===== src/rtl/membrane_integrator.sv =====
// rtl/membrane_integrator.sv - per-timestep synaptic integration with shift leak and saturation
//
// Purpose: once per timestep, sums N_INPUTS weighted synaptic events and leaks the
// stored membrane potential by v_reg >>> LEAK_SHIFT. The result is clipped to 21-bit
// signed and presented on v_out. The downstream selector returns the value to keep on
// v_next, and that value is committed on v_ack.
//
// Ports:
//   clk, rst_n          clock (rising edge), asynchronous active-low reset
//   step_start          one-cycle pulse that begins a timestep (honoured in IDLE only)
//   syn_valid/syn_ready sample handshake; syn_spike gates syn_weight into the sum
//   syn_weight          signed weight, 9 fractional bits
//   v_out, v_valid      leaked+integrated potential, held until v_ack
//   v_next, v_ack       selector result and its commit strobe
//   busy                high outside IDLE
//   sat_flag            one-cycle pulse when the LEAK result was clipped
module membrane_integrator #(
  parameter int N_INPUTS   = 16,
  parameter int WEIGHT_W   = 12,
  parameter int LEAK_SHIFT = 4
) (
  input  logic                       clk,
  input  logic                       rst_n,
  input  logic                       step_start,
  input  logic                       syn_valid,
  output logic                       syn_ready,
  input  logic                       syn_spike,
  input  logic signed [WEIGHT_W-1:0] syn_weight,
  output logic signed [20:0]         v_out,
  output logic                       v_valid,
  input  logic signed [20:0]         v_next,
  input  logic                       v_ack,
  output logic                       busy,
  output logic                       sat_flag
);

  localparam int CNT_W = $clog2(N_INPUTS);
  localparam int ACC_W = WEIGHT_W + CNT_W + 1;
  // Two guard bits above the wider operand keep v - leak + acc from wrapping.
  localparam int RW    = ((ACC_W > 21) ? ACC_W : 21) + 2;

  localparam logic signed [RW-1:0] V_MAX = {{(RW-20){1'b0}}, {20{1'b1}}};
  localparam logic signed [RW-1:0] V_MIN = {{(RW-20){1'b1}}, {20{1'b0}}};

  typedef enum logic [1:0] {IDLE, ACCUM, LEAK, OUT} state_t;

  state_t                    state;
  logic signed [20:0]        v_reg;
  logic signed [ACC_W-1:0]   acc;
  logic [CNT_W-1:0]          cnt;

  logic                      handshake;
  logic signed [ACC_W-1:0]   w_ext;
  logic signed [20:0]        leak_amt;
  logic signed [RW-1:0]      v_ext;
  logic signed [RW-1:0]      leak_ext;
  logic signed [RW-1:0]      acc_ext;
  logic signed [RW-1:0]      r_full;
  logic                      over;
  logic                      under;
  logic signed [20:0]        r_sat;

  assign syn_ready = (state == ACCUM);
  assign busy      = (state != IDLE);
  assign handshake = syn_valid && syn_ready;

  assign w_ext    = {{(ACC_W-WEIGHT_W){syn_weight[WEIGHT_W-1]}}, syn_weight};
  // Arithmetic shift floors, so negative potentials also decay toward zero.
  assign leak_amt = v_reg >>> LEAK_SHIFT;
  assign v_ext    = {{(RW-21){v_reg[20]}}, v_reg};
  assign leak_ext = {{(RW-21){leak_amt[20]}}, leak_amt};
  assign acc_ext  = {{(RW-ACC_W){acc[ACC_W-1]}}, acc};
  assign r_full   = v_ext - leak_ext + acc_ext;

  assign over  = (r_full > V_MAX);
  assign under = (r_full < V_MIN);

  always_comb begin
    r_sat = r_full[20:0];
    if (over) begin
      r_sat = 21'h0FFFFF;
    end else if (under) begin
      r_sat = 21'h100000;
    end
  end

  always_ff @(posedge clk or negedge rst_n) begin
    if (!rst_n) begin
      state    <= IDLE;
      v_reg    <= '0;
      acc      <= '0;
      cnt      <= '0;
      v_out    <= '0;
      v_valid  <= 1'b0;
      sat_flag <= 1'b0;
    end else begin
      sat_flag <= 1'b0;
      case (state)
        IDLE: begin
          if (step_start) begin
            acc   <= '0;
            cnt   <= '0;
            state <= ACCUM;
          end
        end
        ACCUM: begin
          if (handshake) begin
            if (syn_spike) begin
              acc <= acc + w_ext;
            end
            cnt <= cnt + CNT_W'(1);
            if (cnt == CNT_W'(N_INPUTS - 1)) begin
              state <= LEAK;
            end
          end
        end
        LEAK: begin
          v_out    <= r_sat;
          v_valid  <= 1'b1;
          sat_flag <= over || under;
          state    <= OUT;
        end
        OUT: begin
          // step_start in the same cycle is deliberately dropped: we land in IDLE.
          if (v_ack) begin
            v_reg   <= v_next;
            v_valid <= 1'b0;
            state   <= IDLE;
          end
        end
        default: state <= IDLE;
      endcase
    end
  end

endmodule


===== config.mk =====
export PLATFORM = sky130hd
export DESIGN_NAME = membrane_integrator
export DESIGN_NICKNAME = d
export VERILOG_FILES = /design/src/rtl/membrane_integrator.sv
export SDC_FILE = /design/constraint.sdc
export NUM_CORES = 1
export LEC_CHECK = 0
export CAP_MARGIN = 5
export CORE_MARGIN = 1.5
export CORE_UTILIZATION = 45
export CTS_CLUSTER_SIZE = 20
export DETAILED_ROUTE_END_ITERATION = 12
export PLACE_DENSITY = 0.69
export SETUP_SLACK_MARGIN = 0.1
export SLEW_MARGIN = 20
export SYNTH_ARGS = -nofsm -noshare
export SYNTH_HDL_FRONTEND = slang
export SYNTH_SLANG_ARGS = --single-unit

===== constraint.sdc =====
create_clock -name clk -period 3.48 [get_ports clk]
set_clock_uncertainty 0.05 [all_clocks]
set_input_delay 0.348 -clock clk [delete_from_list [all_inputs] [get_ports clk]]
set_output_delay 0.348 -clock clk [all_outputs]
set_load 0.005 [all_outputs]

==> run summary <==
status - finished, final reports clean
most common cell after layout, fill and taps aside - inv_1
die area - 12100 sq um
Worst-path clk slew - 0.06 ns
clk root buf - clkbuf_16
area delta synth->final - 31.5%
Die W - 110 um
Avg Cell Area, Syn - 9.53 sq um
crit-path cells - inv_2 > fa_1 > inv_1 > ha_4 > nor3_1 > o21bai_1 > a21oi_2 > a211oi_4 > a211oi_2 > a221oi_2 > o22ai_4 > buf_12 > a311o_1
Hold WS - 0.0823 ns
worst min path class - in -> async
Post-DP Area - 6090 sq um
WS Path Type - reg -> reg
Synth area leaders - dfrtp_1 32%, ha_1 10%, fa_1 8.1%
maximum clock rate - 291 MHz
Sink Count - 67
Mapped Cells - 542
CTS tree - done
Reg2Reg Capture Point - v_out[4]
Buffers on Ports - 63
Slowest cell on crit path - fa_1
dominant cell type by area after synthesis - dfrtp_1
vias - 4260
Worst-Margin Slew - 0.933 ns
ANT nets after route - 0
WL final - 12700 um
maxcap violations - 0
area share of the leading cell type in the synthesized netlist - 0.325
final design instance area without fill - 6800 sq um
drt initial violations - 161
fraction of layout instances using a drive strength above 1 - 0.190
Synth Flop Type - dfrtp_1
initial antenna violation count - 0
Synth Cell Area - 5170 sq um
Vias/cell - 5.40
hpwl dp - 9200 um
reg2reg path depth - 13
worst reg2reg startpoint - v_reg[5]
Slew HR - 0.377
Tmin final - 3.43 ns
Clock Tree Buf Depth - 2
Largest delay share family, worst path - compound AO/OA/AOI/OAI gates
FF-to-FF setup slack - 0.05 ns
Syn. warnings - 0
Worst setup SP type - flop
Fillers - 893
Final Slew Violations - 0
Die Y - 110 um
syn_nets - 645
total negative slack - 0 ns
WL/cell - 16.1 um
Final nets - 747
worst path required time - 3.64 ns
GRT Overall Usage - 0.208
CP Data Arrival Time - 3.59 ns
Post-CTS Hold Buffers - 0
First-pass DRT Iterations - 5
H-tree levels - 3
Overflow after GRT - 0
first-pass GRT wire length - 19500 um
CP max FO - 10
Seq cells post-synth - 67
unrepaired setup endpoints after global routing - yes
post-synthesis sequential area ratio - 0.325
Ports - 64
initial core utilization - 0.468
Post-synth EDFFs - 0
asr flop ratio synth - 1.00
worst-skew pair later-pin latency - 0.34 ns
pin count of the biggest net entering global routing - 41
Final Hold Viols - 0
crit share post-route - 0.986
Buf/Inv on CP - 3
GPL Wtd Cong - 0.912
count of final setup violators - 0
number of global-route vias before repair - 4078
CP Capture Type - flop
num rows - 38
core footprint - 11000 sq um
most frequent cells in the layout - 91 x inv_1, 67 x dfrtp_1, 62 x clkdlybuf4s50_1
Max stage delay on crit path - 0.54 ns
Num CTS Buffers - 9
Antenna diodes - 0
Synth cell types - 59
drt drc - 0
-- layer usage --
layer,vias up,part of all wire,GRT usage
met2,87,0.49,0.349
met4,0,0.018,0.0668
met5,-,0,0
li1,2104,-,-
met3,23,0.028,0.0218
met1,2046,0.47,0.283
-- worst max-delay path by stage --
stage               startpoint   endpoint  slack [ns]  depth (start not counted)
global route          v_reg[5]  v_out[14]       -0.09                         13
CTS                   v_reg[1]   v_out[4]        0.03                         13
global placement      v_reg[6]  v_out[19]        0.06                         11
finish                v_reg[5]   v_out[4]        0.05                         13
detailed placement    v_reg[1]   v_out[4]       -0.04                         13
floorplan              acc[16]   v_out[4]        0.16                         13
-- synthesized netlist by cell type, drive strengths merged (8+ instances only) --
| master | instances |
|---|---|
| o21ai | 34 |
| xor2 | 9 |
| nand2 | 31 |
| nand3 | 11 |
| nor2 | 19 |
| xnor2 | 18 |
| dfrtp | 67 |
| nor2b | 8 |
| fa | 21 |
| ha | 43 |
| a21oi | 27 |
| a221o | 18 |
| a21o | 8 |
| mux2 | 21 |
| nor3 | 11 |
| inv | 97 |
| clkbuf | 9 |
-- kinds of logic after synthesis --
family,after synthesis,synth area share
AO/OA/AOI/OAI,144,0.209
buffers and inverters,110,0.0843
AND/OR/NAND/NOR,108,0.104
flip-flops,67,0.325
adder cells (fa/ha/maj),64,0.186
XOR/XNOR,27,0.0458
multiplexers,22,0.0477
-- repair_timing --
| action | in CTS | in global routing |
|---|---|---|
| resized for setup | 3 | 38 |
| pin swaps | 3 | 16 |
| endpoints found under the setup margin | 20 | 21 |
| gates cloned | 0 | 2 |
| buffers inserted | 2 | 15 |
-- cell type report --
| cell class | instances | area (sq um) | share of cell area |
|---|---|---|---|
| multi-input combinational | 365 | 3280 | 0.483 |
| sequential | 67 | 1680 | 0.247 |
| timing repair buffer | 104 | 980 | 0.144 |
| inverter | 97 | 364 | 0.0536 |
| clock buffer | 12 | 246 | 0.0363 |
| tap | 140 | 175 | 0.0258 |
| clock inverter | 4 | 73.8 | 0.0109 |
-- per-stage QoR --
stage          cells  setup slack (ns)   util
2_1_floorplan    542             0.161      -
3_3_place_gp     754            0.0555  0.552
3_5_place_dp     754           -0.0433  0.552
4_1_cts          772            0.0265  0.584
5_1_grt          789           -0.0896  0.616
6_report         789            0.0489  0.616
Power is not shown: default switching activity piles up to over one toggle a cycle in this logic, so the estimate is an artifact.
